`config.mk`:
```
export PLATFORM = sky130hd
export DESIGN_NAME = pwm_driver_flat
export DESIGN_NICKNAME = d
export VERILOG_FILES = /design/src/rtl/pwm_driver_if.sv /design/src/rtl/pwm_driver.sv /design/src/flat_wrapper.sv
export SDC_FILE = /design/constraint.sdc
export NUM_CORES = 1
export LEC_CHECK = 0
export ABC_AREA = 1
export CAP_MARGIN = 20
export CORE_MARGIN = 5
export CORE_UTILIZATION = 52
export DETAILED_ROUTE_END_ITERATION = 8
export GPL_TIMING_DRIVEN = 0
export PLACE_DENSITY_LB_ADDON = 0.12
export RECOVER_POWER = 25
export SETUP_SLACK_MARGIN = 0.4
export SLEW_MARGIN = 20
export SYNTH_ARGS = -nofsm -noshare
export SYNTH_HDL_FRONTEND = slang
export SYNTH_SLANG_ARGS = --single-unit
```
`constraint.sdc`:
```
create_clock -name CLK -period 1.62 [get_ports CLK]
set_input_delay 0.243 -clock CLK [delete_from_list [all_inputs] [get_ports CLK]]
set_output_delay 0.243 -clock CLK [all_outputs]
set_load 0.01 [all_outputs]
```
`src/rtl/pwm_driver_if.sv`:
```
// Command/output bundle between the SPI command slave side and one PWM axis driver.
// The master drives the command word and stop; the slave returns the bridge controls.
interface pwm_driver_if #(
  parameter int unsigned PWM_DATA_WIDTH = 16
);
  logic [PWM_DATA_WIDTH-1:0] PWM_CMD;
  logic                      ESTOP;
  logic                      PWM_OUT;
  logic                      DIR_OUT;
  logic                      PERIOD_TICK;
  logic                      DEAD_ACTIVE;

  modport master (
    output PWM_CMD, ESTOP,
    input  PWM_OUT, DIR_OUT, PERIOD_TICK, DEAD_ACTIVE
  );

  modport slave (
    input  PWM_CMD, ESTOP,
    output PWM_OUT, DIR_OUT, PERIOD_TICK, DEAD_ACTIVE
  );
endinterface

```
`src/rtl/pwm_driver.sv`:
```
// Per-axis PWM generator: commands adopted at period boundaries, forced-off dead time
// on every direction reversal, ESTOP forces the bridge off immediately.
module pwm_driver #(
  parameter int unsigned PWM_DATA_WIDTH = 16,
  parameter int unsigned DUTY_WIDTH     = 14,
  parameter int unsigned DEAD_CYCLES    = 64
) (
  input  logic         CLK,
  input  logic         rst_n,
  pwm_driver_if.slave  bus
);

  localparam int unsigned DIR_BIT = PWM_DATA_WIDTH - 2;
  localparam int unsigned DEAD_W  = (DEAD_CYCLES > 1) ? $clog2(DEAD_CYCLES) : 1;
  localparam logic [DUTY_WIDTH-1:0] CNT_MAX   = '1;
  localparam logic [DEAD_W-1:0]     DEAD_LOAD = DEAD_W'(DEAD_CYCLES - 1);

  typedef enum logic [1:0] {
    ST_IDLE = 2'd0,
    ST_RUN  = 2'd1,
    ST_DEAD = 2'd2
  } state_e;

  logic [PWM_DATA_WIDTH-1:0] s1_q, s2_q, s3_q, cmd_stable_q;

  state_e                state_q, state_d;
  logic [DUTY_WIDTH-1:0] cnt_q, cnt_d;
  logic [DUTY_WIDTH-1:0] duty_q, duty_d;
  logic [DEAD_W-1:0]     dead_cnt_q, dead_cnt_d;
  logic                  dir_q, dir_d;
  logic                  pwm_q, pwm_d;
  logic                  tick_q, tick_d;
  logic                  dead_act_q, dead_act_d;

  logic                  cmd_dir;
  logic [DUTY_WIDTH-1:0] cmd_duty;
  logic                  unused_cmd_bits;

  assign cmd_dir         = cmd_stable_q[DIR_BIT];
  assign cmd_duty        = cmd_stable_q[DUTY_WIDTH-1:0];
  assign unused_cmd_bits = ^{cmd_stable_q[PWM_DATA_WIDTH-1], cmd_stable_q[DIR_BIT-1:0]};

  // Three-flop crossing; a word is only accepted once two consecutive samples agree.
  always_ff @(posedge CLK) begin
    if (!rst_n) begin
      s1_q         <= '0;
      s2_q         <= '0;
      s3_q         <= '0;
      cmd_stable_q <= '0;
    end else begin
      s1_q <= bus.PWM_CMD;
      s2_q <= s1_q;
      s3_q <= s2_q;
      if (s2_q == s3_q) begin
        cmd_stable_q <= s2_q;
      end
    end
  end

  always_ff @(posedge CLK) begin
    if (!rst_n) begin
      state_q    <= ST_IDLE;
      cnt_q      <= '0;
      duty_q     <= '0;
      dead_cnt_q <= '0;
      dir_q      <= 1'b0;
      pwm_q      <= 1'b0;
      tick_q     <= 1'b0;
      dead_act_q <= 1'b0;
    end else begin
      state_q    <= state_d;
      cnt_q      <= cnt_d;
      duty_q     <= duty_d;
      dead_cnt_q <= dead_cnt_d;
      dir_q      <= dir_d;
      pwm_q      <= pwm_d;
      tick_q     <= tick_d;
      dead_act_q <= dead_act_d;
    end
  end

  always_comb begin
    state_d    = state_q;
    cnt_d      = cnt_q;
    duty_d     = duty_q;
    dead_cnt_d = dead_cnt_q;
    dir_d      = dir_q;
    pwm_d      = 1'b0;
    tick_d     = 1'b0;

    if (bus.ESTOP) begin
      // Output drops first; direction only starts tracking once already idle.
      state_d    = ST_IDLE;
      cnt_d      = '0;
      duty_d     = '0;
      dead_cnt_d = '0;
      if (state_q == ST_IDLE) begin
        dir_d = cmd_dir;
      end
    end else begin
      unique case (state_q)
        ST_IDLE: begin
          dir_d   = cmd_dir;
          duty_d  = cmd_duty;
          cnt_d   = '0;
          state_d = ST_RUN;
        end
        ST_RUN: begin
          pwm_d = (cnt_q < duty_q);
          cnt_d = cnt_q + DUTY_WIDTH'(1);
          if (cnt_q == CNT_MAX) begin
            tick_d = 1'b1;
            if (cmd_dir == dir_q) begin
              duty_d = cmd_duty;
            end else begin
              state_d    = ST_DEAD;
              dead_cnt_d = DEAD_LOAD;
            end
          end
        end
        ST_DEAD: begin
          if (dead_cnt_q == '0) begin
            dir_d   = cmd_dir;
            duty_d  = cmd_duty;
            cnt_d   = '0;
            state_d = ST_RUN;
          end else begin
            dead_cnt_d = dead_cnt_q - DEAD_W'(1);
          end
        end
        default: state_d = ST_IDLE;
      endcase
    end

    dead_act_d = (state_d == ST_DEAD);
  end

  assign bus.PWM_OUT     = pwm_q;
  assign bus.DIR_OUT     = dir_q;
  assign bus.PERIOD_TICK = tick_q;
  assign bus.DEAD_ACTIVE = dead_act_q;

endmodule

```
`src/flat_wrapper.sv`:
```
// flat-port wrapper written by rule: the top's interface ports become plain ports
module pwm_driver_flat 
#(
  parameter int unsigned PWM_DATA_WIDTH = 16,
  parameter int unsigned DUTY_WIDTH     = 14,
  parameter int unsigned DEAD_CYCLES    = 64
)
  (CLK, rst_n, bus_PWM_CMD, bus_ESTOP, bus_PWM_OUT, bus_DIR_OUT, bus_PERIOD_TICK, bus_DEAD_ACTIVE);
  pwm_driver_if #(.PWM_DATA_WIDTH(PWM_DATA_WIDTH)) bus_i ();
  input  logic CLK;
  input  logic rst_n;
  input wire logic [$bits(bus_i.PWM_CMD)-1:0] bus_PWM_CMD;
  input wire logic [$bits(bus_i.ESTOP)-1:0] bus_ESTOP;
  output wire logic [$bits(bus_i.PWM_OUT)-1:0] bus_PWM_OUT;
  output wire logic [$bits(bus_i.DIR_OUT)-1:0] bus_DIR_OUT;
  output wire logic [$bits(bus_i.PERIOD_TICK)-1:0] bus_PERIOD_TICK;
  output wire logic [$bits(bus_i.DEAD_ACTIVE)-1:0] bus_DEAD_ACTIVE;
  assign bus_i.PWM_CMD = bus_PWM_CMD;
  assign bus_i.ESTOP = bus_ESTOP;
  assign bus_PWM_OUT = bus_i.PWM_OUT;
  assign bus_DIR_OUT = bus_i.DIR_OUT;
  assign bus_PERIOD_TICK = bus_i.PERIOD_TICK;
  assign bus_DEAD_ACTIVE = bus_i.DEAD_ACTIVE;
  pwm_driver #(.PWM_DATA_WIDTH(PWM_DATA_WIDTH), .DUTY_WIDTH(DUTY_WIDTH), .DEAD_CYCLES(DEAD_CYCLES)) u_core (.CLK(CLK), .rst_n(rst_n), .bus(bus_i));
endmodule
```
==> impl_metrics.csv, run 1 <==
group,metric,value,unit
critical_path,cp-end-kind,"register",
cells_and_area,final_common_cell,"nand2_1",
cells_and_area,final_cell_mix,"nand2_1, inv_1, dfxtp_1, nor2_1",
logic_synthesis,synth_area,0.00461,sq mm
floorplanning,die_area,0.0109,sq mm
critical_path,slowest_stage,"dfxtp_4",
power,p_sw,0.00147,W
floorplanning,rows,34,
sta,period_needed,1510,ps
global_routing,grt-ovfl-total,0,
floorplanning,initial_core_util,53.2,%
sta,fmax,662,MHz
power,p_comb_share,13.7,%
cells_and_area,fin_nets,785,
drt,wl,11.5,mm
cts,cts_tree,"yes",
global_routing,grt_pass1_wl,18.0,mm
cells_and_area,area_growth,39.3,%
logic_synthesis,yosys.area.top_type,"dfxtp_1",
global_routing,grt_max_degree,23,
sta,fin_crit_sh,93.2,%
drt,num_vias,4366,
cts,holdBufCountCts,0,
critical_path,slowest_delay,400,ps
drt,viasPerCell,5.05,
power,pwr-share-seq,52.9,%
floorplanning,dieHeight,104,microns
sta,whs,229,ps
floorplanning,die_x,104,microns
placement,hpwl,6.50,mm
critical_path,cp.arrival,1830,ps
logic_synthesis,syn_nets,699,
drt,antenna_left,0,
critical_path,worst_path_most_repeated_cell,"nor2_4",
cts,cts_buffer_depth,2,
drt,routedWlPerCell,13.3,microns
logic_synthesis,ys.warnings.count,0,
sta,tightest_slew,496,ps
global_routing,first_global_vias,4108,
drt,drt-pass1-iter-count,4,
sta,slew_headroom,66.9,%
cts,clock_sinks,103,
cells_and_area,fin_cells,864,
drt,drt_drc_violations_left,0,
cts,h-tree-depth,3,
critical_path,start_kind,"register",
placement,place_congestion,0.807,
logic_synthesis,seq_area_frac_synth,44.7,%
critical_path,r2r-start,"u_core.cnt_q[7]",
cells_and_area,final_util,74.1,%
floorplanning,io_pins,23,
logic_synthesis,ys.flop_type,"dfxtp_1",
status,status,"finished clean",
power,vdd_drop_max,587,uV
logic_synthesis,ys_ff_latch,103,
logic_synthesis,synth_cell_types,31,
logic_synthesis,synthCells,665,
critical_path,endpoint,"u_core.dead_cnt_q[0]",
power,power_density,781,mW/mm^2
critical_path,worst_setup_path_startpoint,"u_core.cnt_q[7]",
cts,clock_latency,390,ps
floorplanning,coreArea,0.00868,sq mm
cts,clk_pin_slew,110,ps
critical_path,reg2reg_setup_slack,110,ps
sta,timing.clock.skew,13.1,ps
cells_and_area,diodes,0,
cts,cts_inserted_buffers,9,
logic_synthesis,synth.area.top_cells,"dfxtp_1, nand2_1, inv_1",
critical_path,required,1940,ps
power,power.internal,0.00355,W
logic_synthesis,synth_edf_count,0,
drt,initialDrtViolationCount,136,
power,sw_frac_of_total,29.3,%
placement,dp.cells,795,
logic_synthesis,async_flop_share,0,%
logic_synthesis,synth_top_area_share,44.7,%
critical_path,r2r.worst_path.cells,11,
sta,drv_slew,0,
hold_path,hold_path_class,"primary input to register",
placement,port_buffers,22,
global_routing,antenna_found_initial,0,
run,cap_violations,0,
sta,hold_violations,0,
critical_path,critPathKind,"register to register",
power,total_leakage_power,3.10,nW
global_routing,globalRouteTotalUtil,19.9,%
critical_path,path_cells,"nand2_1 > inv_2 > nand2_2 > nor2_4 > nand2_4 > buf_6 > nor2_4 > nor2_4 > nand2_2 > nand3_1 > inv_1",
power,power_frac_clock,33.4,%
critical_path,r2r-end,"u_core.dead_cnt_q[0]",
cells_and_area,drive_above_1_share,34.3,%
logic_synthesis,avgSynthCellArea,6.94,sq um
critical_path,crit_fanout,6,
sta,setup_viol,0,
sta,grt_setup_unrepaired,"true",
cts,cts_root_buf,"clkbuf_8",
[area by class of cell]
class | count | area (sq um)
timing repair buffer | 74 | 704
clock inverter | 7 | 101
inverter | 123 | 469
tap | 108 | 135
clock buffer | 9 | 124
multi-input combinational | 420 | 2590
buffer | 20 | 160
fill | 623 | 2250
sequential | 103 | 2140
[flip-flops by register name, summed over array words and instances, names as in the netlist, 2 cells and up]
name and flops:
u_core.cnt_q 14, u_core.s3_q 16, u_core.duty_q 14, u_core.cmd_stable_q 15, u_core.state_q 2, u_core.s2_q 16
u_core.dead_cnt_q 6, u_core.s1_q 16
[metrics by stage]
stage | instance area [sq um] | total power (W) | setup WS [ps] | setup TNS, ps
2_1_floorplan | 4700 | 0.00306 | 300 | 0
4_1_cts | 6010 | 0.00500 | 207 | 0
3_5_place_dp | 5060 | 0.00320 | -383 | -13170
3_3_place_gp | 5060 | 0.00319 | -348 | -11800
5_1_grt | 6430 | 0.00526 | 28.5 | 0
6_report | 6430 | 0.00502 | 110 | 0
[power groups by stage]
| stage | clock (W) | combinational [W] | sequential [W] |
|---|---|---|---|
| floorplan | 0 | 0.000346 | 0.00272 |
| global placement | 0 | 0.000466 | 0.00272 |
| detailed placement | 0 | 0.000477 | 0.00272 |
| CTS | 0.00173 | 0.000615 | 0.00266 |
| global route | 0.00183 | 0.000755 | 0.00267 |
| finish | 0.00168 | 0.000686 | 0.00266 |
[worst max-delay path, delay by kind of cell (launching register included)]
family                 cells  cell delay [ps]
buffers and inverters      3              300
and+or+nand+nor            8              740
DFF                        1              400
[per-layer routing]
| layer | part of all wire [%] | vias up | global-route usage (%) |
|---|---|---|---|
| met3 | 3.8 | 43 | 3.79 |
| met5 | 0 | - | 0 |
| li1 | - | 2208 | - |
| met1 | 37 | 2000 | 20.6 |
| met2 | 54 | 115 | 39.1 |
| met4 | 4.8 | 0 | 7.40 |
[worst min path at each step]
| stage | start | end | slack, ps | cells after the start |
|---|---|---|---|---|
| 6_report | bus_ESTOP | u_core.state_q[1] | 230 | 2 |
| 3_3_place_gp | u_core.s1_q[8] | u_core.s2_q[8] | 390 | 2 |
| 2_1_floorplan | bus_ESTOP | u_core.state_q[1] | 310 | 1 |
| 3_5_place_dp | u_core.s1_q[9] | u_core.s2_q[9] | 400 | 2 |
| 5_1_grt | bus_ESTOP | u_core.bus.DEAD_ACTIVE | 250 | 2 |
| 4_1_cts | bus_PWM_CMD[5] | u_core.s1_q[5] | 360 | 3 |
[synth_stat cells, types with 2 or more instances]
cell      instances
inv_1           117
a22oi_1           2
nand3b_1         11
clkbuf_1          9
buf_2             7
nand4_1           5
nand3_1          41
o21ai_0          15
buf_6             2
nor2_2            3
a211oi_1          2
nor2_1           78
inv_2             6
nor2_4            3
ha_1             15
nand2_2           4
a21oi_1          40
nor3_1            3
dfxtp_1         103
nand2_1         188
[kinds of logic (layout without fill, tap and decap cells)]
kind of cell	count (synthesis)	in the layout	share of synthesized area (%)
buf+inv	143	233	12.2
xor+xnor	2	2	0.380
compound gates	61	61	6.91
simple gates	341	342	31.7
flops	103	103	44.7
fa+ha+maj	15	15	4.07
[what timing repair did]
action                                  4_1_cts  5_1_grt
setup buffers                                33       13
resized for setup                           149       99
endpoints found under the setup margin      106       90
cloned                                        7        0
pin swaps                                    53       42
(Power assumes the default switching activity.)
==> run 2: changes to the inputs <==
RECOVER_POWER = 100   (was 25)
==> run 2 against run 1 <==
Register-to-register slack lost 20 ps; core utilization shrank 0.30 points; via count shrank 0.27%; die area is the same; cell area shrank 0.41%; global-route usage is the same; cell count is the same; worst hold slack gained 4.7 ps; total power shrank 0.22%; critical endpoint unchanged; largest cell class unchanged.
==> impl_metrics.csv, run 2 (synthesized netlist as in run 1, its figures left out) <==
group,metric,value,unit
floorplanning,coreArea,0.00868,sq mm
cells_and_area,fin_nets,785,
floorplanning,dieHeight,104,microns
drt,num_vias,4354,
sta,fmax,653,MHz
critical_path,worst_setup_path_startpoint,"u_core.cnt_q[0]",
cells_and_area,area_growth,38.8,%
cells_and_area,final_cell_mix,"nand2_1, inv_1, dfxtp_1, nor2_1, buf_4",
critical_path,cp.arrival,1850,ps
cts,cts_buffer_depth,2,
cts,cts_root_buf,"clkbuf_8",
sta,timing.clock.skew,13.4,ps
drt,wl,11.5,mm
power,p_total,0.00501,W
cells_and_area,final_common_cell,"nand2_1",
critical_path,crit_fanout,4,
critical_path,cp.depth,10,
critical_path,critPathKind,"register to register",
critical_path,path_cells,"ha_4 > nand3_4 > nor2_4 > nand2_4 > buf_6 > nor2_4 > nor2_4 > nand2_2 > nand3_1 > inv_1",
cells_and_area,drive_above_1_share,33.3,%
sta,finalSetupTns,0,ps
sta,whs,234,ps
sta,drv_slew,0,
critical_path,start_kind,"register",
critical_path,reg2reg_setup_slack,90,ps
placement,hpwl,6.50,mm
placement,port_buffers,22,
critical_path,cp_num_buf_inv,2,
critical_path,cp-end-kind,"register",
drt,initialDrtViolationCount,129,
floorplanning,die_x,104,microns
global_routing,first_global_vias,4108,
cts,cts_tree,"yes",
drt,antenna_left,0,
hold_path,worstHoldStart,"bus_ESTOP",
drt,routedWlPerCell,13.3,microns
sta,hold_violations,0,
power,vdd_drop_max,586,uV
sta,slew_headroom,66.8,%
sta,tightest_slew,498,ps
critical_path,r2r-end,"u_core.dead_cnt_q[0]",
global_routing,grt_pass1_wl,18.0,mm
placement,dp_slack,-383,ps
cts,clock_sinks,103,
power,total_leakage_power,3.09,nW
sta,period_needed,1530,ps
status,status,"finished clean",
global_routing,grt-ovfl-total,0,
critical_path,cp_top_family,"simple AND/OR/NAND/NOR gates",
cells_and_area,diodes,0,
drt,viasPerCell,5.04,
critical_path,slowest_stage,"dfxtp_1",
hold_path,hold_path_class,"primary input to register",
drt,drt_drc_violations_left,0,
global_routing,grt_max_degree,23,
floorplanning,initial_core_util,53.2,%
cts,clock_latency,380,ps
sta,fin_ws,89.2,ps
critical_path,r2r-start,"u_core.cnt_q[0]",
hold_path,min_path_cells,2,
critical_path,worst_path_most_repeated_cell,"nor2_4",
cells_and_area,largestRegisters,"u_core.s1_q x16, u_core.s2_q x16, u_core.s3_q x16",
sta,fin_crit_sh,94.5,%
cts,h-tree-depth,3,
critical_path,required,1940,ps
floorplanning,rows,34,
floorplanning,die_area,0.0109,sq mm
drt,drt-pass1-iter-count,4,
power,power_density,783,mW/mm^2
cts,cts_inserted_buffers,9,
hold_path,min_to,"u_core.state_q[1]",
cts,clk_pin_slew,110,ps
run,cap_violations,0,
critical_path,r2r.worst_path.cells,10,
cells_and_area,fillers,632,
global_routing,antenna_found_initial,0,
global_routing,globalRouteTotalUtil,19.9,%
sta,grt_setup_unrepaired,"true",
placement,place_congestion,0.807,
sta,setup_viol,0,
floorplanning,io_pins,23,
critical_path,slowest_delay,400,ps
==> run 2: changes by cell type in the layout (fill, tap and decap cells not counted), sizes merged <==
| cell | before | now |
|---|---|---|
| clkdlybuf4s25 | 0 | 3 |
| clkdlybuf4s15 | 3 | 0 |
==> run 2: through the flow <==
step	instances	area (sq um)	utilization, %
2_1_floorplan	665	4700	-
3_3_place_gp	795	5060	58.3
3_5_place_dp	795	5060	58.3
4_1_cts	851	6010	69.2
5_1_grt	864	6400	73.8
6_report	864	6400	73.8
==> run 2: worst max path at each step <==
stage | slack [ps] | to
floorplan | 300 | u_core.duty_q[10]
global placement | -350 | u_core.cnt_q[6]
detailed placement | -380 | u_core.cnt_q[6]
CTS | 210 | u_core.duty_q[2]
global route | -10 | u_core.dead_cnt_q[0]
finish | 90 | u_core.dead_cnt_q[0]
==> run 2: metal layers <==
| metal | global-route usage, % | vias up | routed length [microns] |
|---|---|---|---|
| li1 | - | 2201 | - |
| met2 | 39.1 | 114 | 6300 |
| met5 | 0 | - | 0 |
| met4 | 7.40 | 0 | 535 |
| met1 | 20.6 | 1995 | 4270 |
| met3 | 3.79 | 44 | 426 |
==> run 2: worst register-to-register path: stages (launching register included) <==
cell and delay (ps):
dfxtp_1 400, ha_4 190, nand3_4 80, nor2_4 150, nand2_4 110, buf_6 140, nor2_4 90, nor2_4 60
nand2_2 60, nand3_1 90, inv_1 110
==> run 2: where the power goes <==
group	internal, W	switching, W	total [W]
logic	0.000302	0.000381	0.000683
clock network	0.000636	0.00104	0.00167
registers	0.00261	0.0000476	0.00266
total	0.00355	0.00146	0.00501
==> run 2: area by class of cell <==
cell class	count	area, sq um	share of cell area (%)
Timing Repair Buffer	74	704	11.0
Buffer	20	158	2.46
Clock buffer	9	124	1.93
Sequential cell	103	2140	33.4
Tap cell	108	135	2.11
Inverter	123	469	7.33
Multi-Input combinational cell	420	2570	40.2
Clock inverter	7	101	1.58
==> run 2: what timing repair did <==
item | in CTS | in global routing
pin swaps | 53 | 42
setup buffers | 33 | 13
gates resized for setup | 149 | 99
setup endpoints to repair | 106 | 90
gates cloned | 7 | 0
endpoints found under the hold margin | 0 | 0
hold buffers | 0 | 0
==> run 3: changes to the inputs <==
RECOVER_POWER = not set   (was 100)
==> run 3 against run 2 <==
Die area unchanged; total power up 0.19%; routed wire length fell by 0.18%; highest routed layer unchanged.
==> impl_metrics.csv, run 3 (synthesized netlist as in run 1, its figures left out) <==
group,metric,value,unit
power,total_leakage_power,3.11,nW
sta,fin_ws,106,ps
cells_and_area,final_cell_mix,"nand2_1, inv_1, dfxtp_1, nor2_1",
global_routing,first_global_vias,4108,
cts,cts_buffer_depth,2,
critical_path,reg2reg_setup_slack,110,ps
cells_and_area,finalInstanceArea,0.00644,sq mm
floorplanning,io_pins,23,
sta,tightest_slew,496,ps
cells_and_area,largestRegisters,"u_core.s1_q x16, u_core.s2_q x16, u_core.s3_q x16",
placement,hpwl,6.50,mm
sta,setup_viol,0,
drt,antenna_left,0,
critical_path,start_kind,"register",
drt,wl_met2,6.29,mm
cells_and_area,fillers,622,
critical_path,required,1940,ps
critical_path,cp-end-kind,"register",
cts,cts_root_buf,"clkbuf_8",
power,vdd_drop_max,588,uV
hold_path,hold_path_class,"primary input to register",
power,pwr-share-seq,52.9,%
cts,clock_latency,390,ps
placement,port_buffers,22,
sta,hold_violations,0,
cts,clock_sinks,103,
sta,timing.clock.skew,13.1,ps
power,sw_frac_of_total,29.3,%
floorplanning,die_area,0.0109,sq mm
floorplanning,dieHeight,104,microns
power,power.internal,0.00355,W
critical_path,critPathKind,"register to register",
global_routing,antenna_found_initial,0,
cts,clk_pin_slew,110,ps
cells_and_area,area_growth,39.5,%
sta,grt_setup_unrepaired,"true",
power,p_sw,0.00147,W
drt,num_vias,4341,
drt,routedWlPerCell,13.3,microns
global_routing,globalRouteTotalUtil,19.9,%
sta,drv_slew,0,
drt,initialDrtViolationCount,157,
power,p_comb_share,13.7,%
cts,h-tree-depth,3,
sta,whs,230,ps
floorplanning,rows,34,
placement,placement.cell_area,0.00506,sq mm
drt,top_layer,"met4",
power,power_frac_clock,33.4,%
global_routing,grt_pass1_wl,18.0,mm
sta,slew_headroom,66.9,%
critical_path,cp.arrival,1830,ps
critical_path,crit_fanout,6,
drt,drt_drc_violations_left,0,
drt,drt-pass1-iter-count,4,
floorplanning,initial_core_util,53.2,%
placement,dp_slack,-383,ps
placement,place_congestion,0.807,
power,p_total,0.00502,W
floorplanning,coreArea,0.00868,sq mm
drt,wl,11.5,mm
sta,fmax,660,MHz
cells_and_area,final_util,74.2,%
sta,period_needed,1510,ps
floorplanning,die_x,104,microns
global_routing,grt_max_degree,23,
cts,cts_tree,"yes",
drt,viasPerCell,5.02,
status,status,"finished clean",
global_routing,grt-ovfl-total,0,
cells_and_area,final_common_cell,"nand2_1",
cts,cts_inserted_buffers,9,
drt,routedLengthMet1,4.30,mm
sta,fin_crit_sh,93.5,%
drt,wl_met3,402,microns
cells_and_area,diodes,0,
cells_and_area,drive_above_1_share,34.9,%
run,cap_violations,0,
cells_and_area,fin_nets,785,
power,power_density,780,mW/mm^2
run 3: cell count changes in the layout (fill, tap and decap cells not counted), sizes merged:
cell           previous run  this run
clkdlybuf4s15             0         3
clkdlybuf4s25             3         0
clkdlybuf4s50            16        17
dlygate4sd3               1         0
run 3: worst paths after layout:
check	start	endpoint	depth (start not counted)
max	u_core.cnt_q[7]	u_core.dead_cnt_q[0]	11
min	bus_ESTOP	u_core.state_q[1]	2
max reg2reg	u_core.cnt_q[7]	u_core.dead_cnt_q[0]	11
min reg2reg	u_core.s1_q[7]	u_core.s2_q[7]	2
run 3: area by class of cell:
| cell class | count | area, sq um | share of cell area (%) |
|---|---|---|---|
| sequential | 103 | 2140 | 33.3 |
| tap | 108 | 135 | 2.10 |
| timing repair buffer | 74 | 704 | 10.9 |
| buffer | 20 | 166 | 2.59 |
| inverter | 123 | 469 | 7.29 |
| clock buffer | 9 | 124 | 1.92 |
| clock inverter | 7 | 101 | 1.57 |
| multi-input combinational | 420 | 2590 | 40.3 |
run 3: worst max-delay path: stages (launching register included):
cell	delay, ps
dfxtp_4	400
nand2_1	90
inv_2	60
nand2_2	80
nor2_4	170
nand2_4	110
buf_6	130
nor2_4	90
nor2_4	60
nand2_2	50
nand3_1	90
inv_1	110
run 3: routing by layer:
metal | track usage (%) | vias to the layer above
met1 | 20.6 | 1983
met5 | 0 | -
li1 | - | 2207
met2 | 39.1 | 110
met4 | 7.40 | 0
met3 | 3.79 | 41
run 3: power groups by stage:
stage | Clock, W | Combinational [W] | Sequential (W)
floorplan | 0 | 0.000346 | 0.00272
CTS | 0.00173 | 0.000615 | 0.00266
global route | 0.00183 | 0.000757 | 0.00267
finish | 0.00168 | 0.000687 | 0.00266
global placement | 0 | 0.000466 | 0.00272
detailed placement | 0 | 0.000477 | 0.00272
run 3: what timing repair did:
action / CTS / global route
resized for setup: 149 / 99
setup buffers: 33 / 13
endpoints found under the setup margin: 106 / 90
gates cloned: 7 / 0
pin swaps: 53 / 42
hold buffers: 0 / 0
run 3: stage by stage:
step                      instances  TNS (ps)
after global placement          795    -11800
after floorplan                 665         0
after detailed placement        795    -13170
final                           864         0
after global routing            864         0
after CTS                       851         0
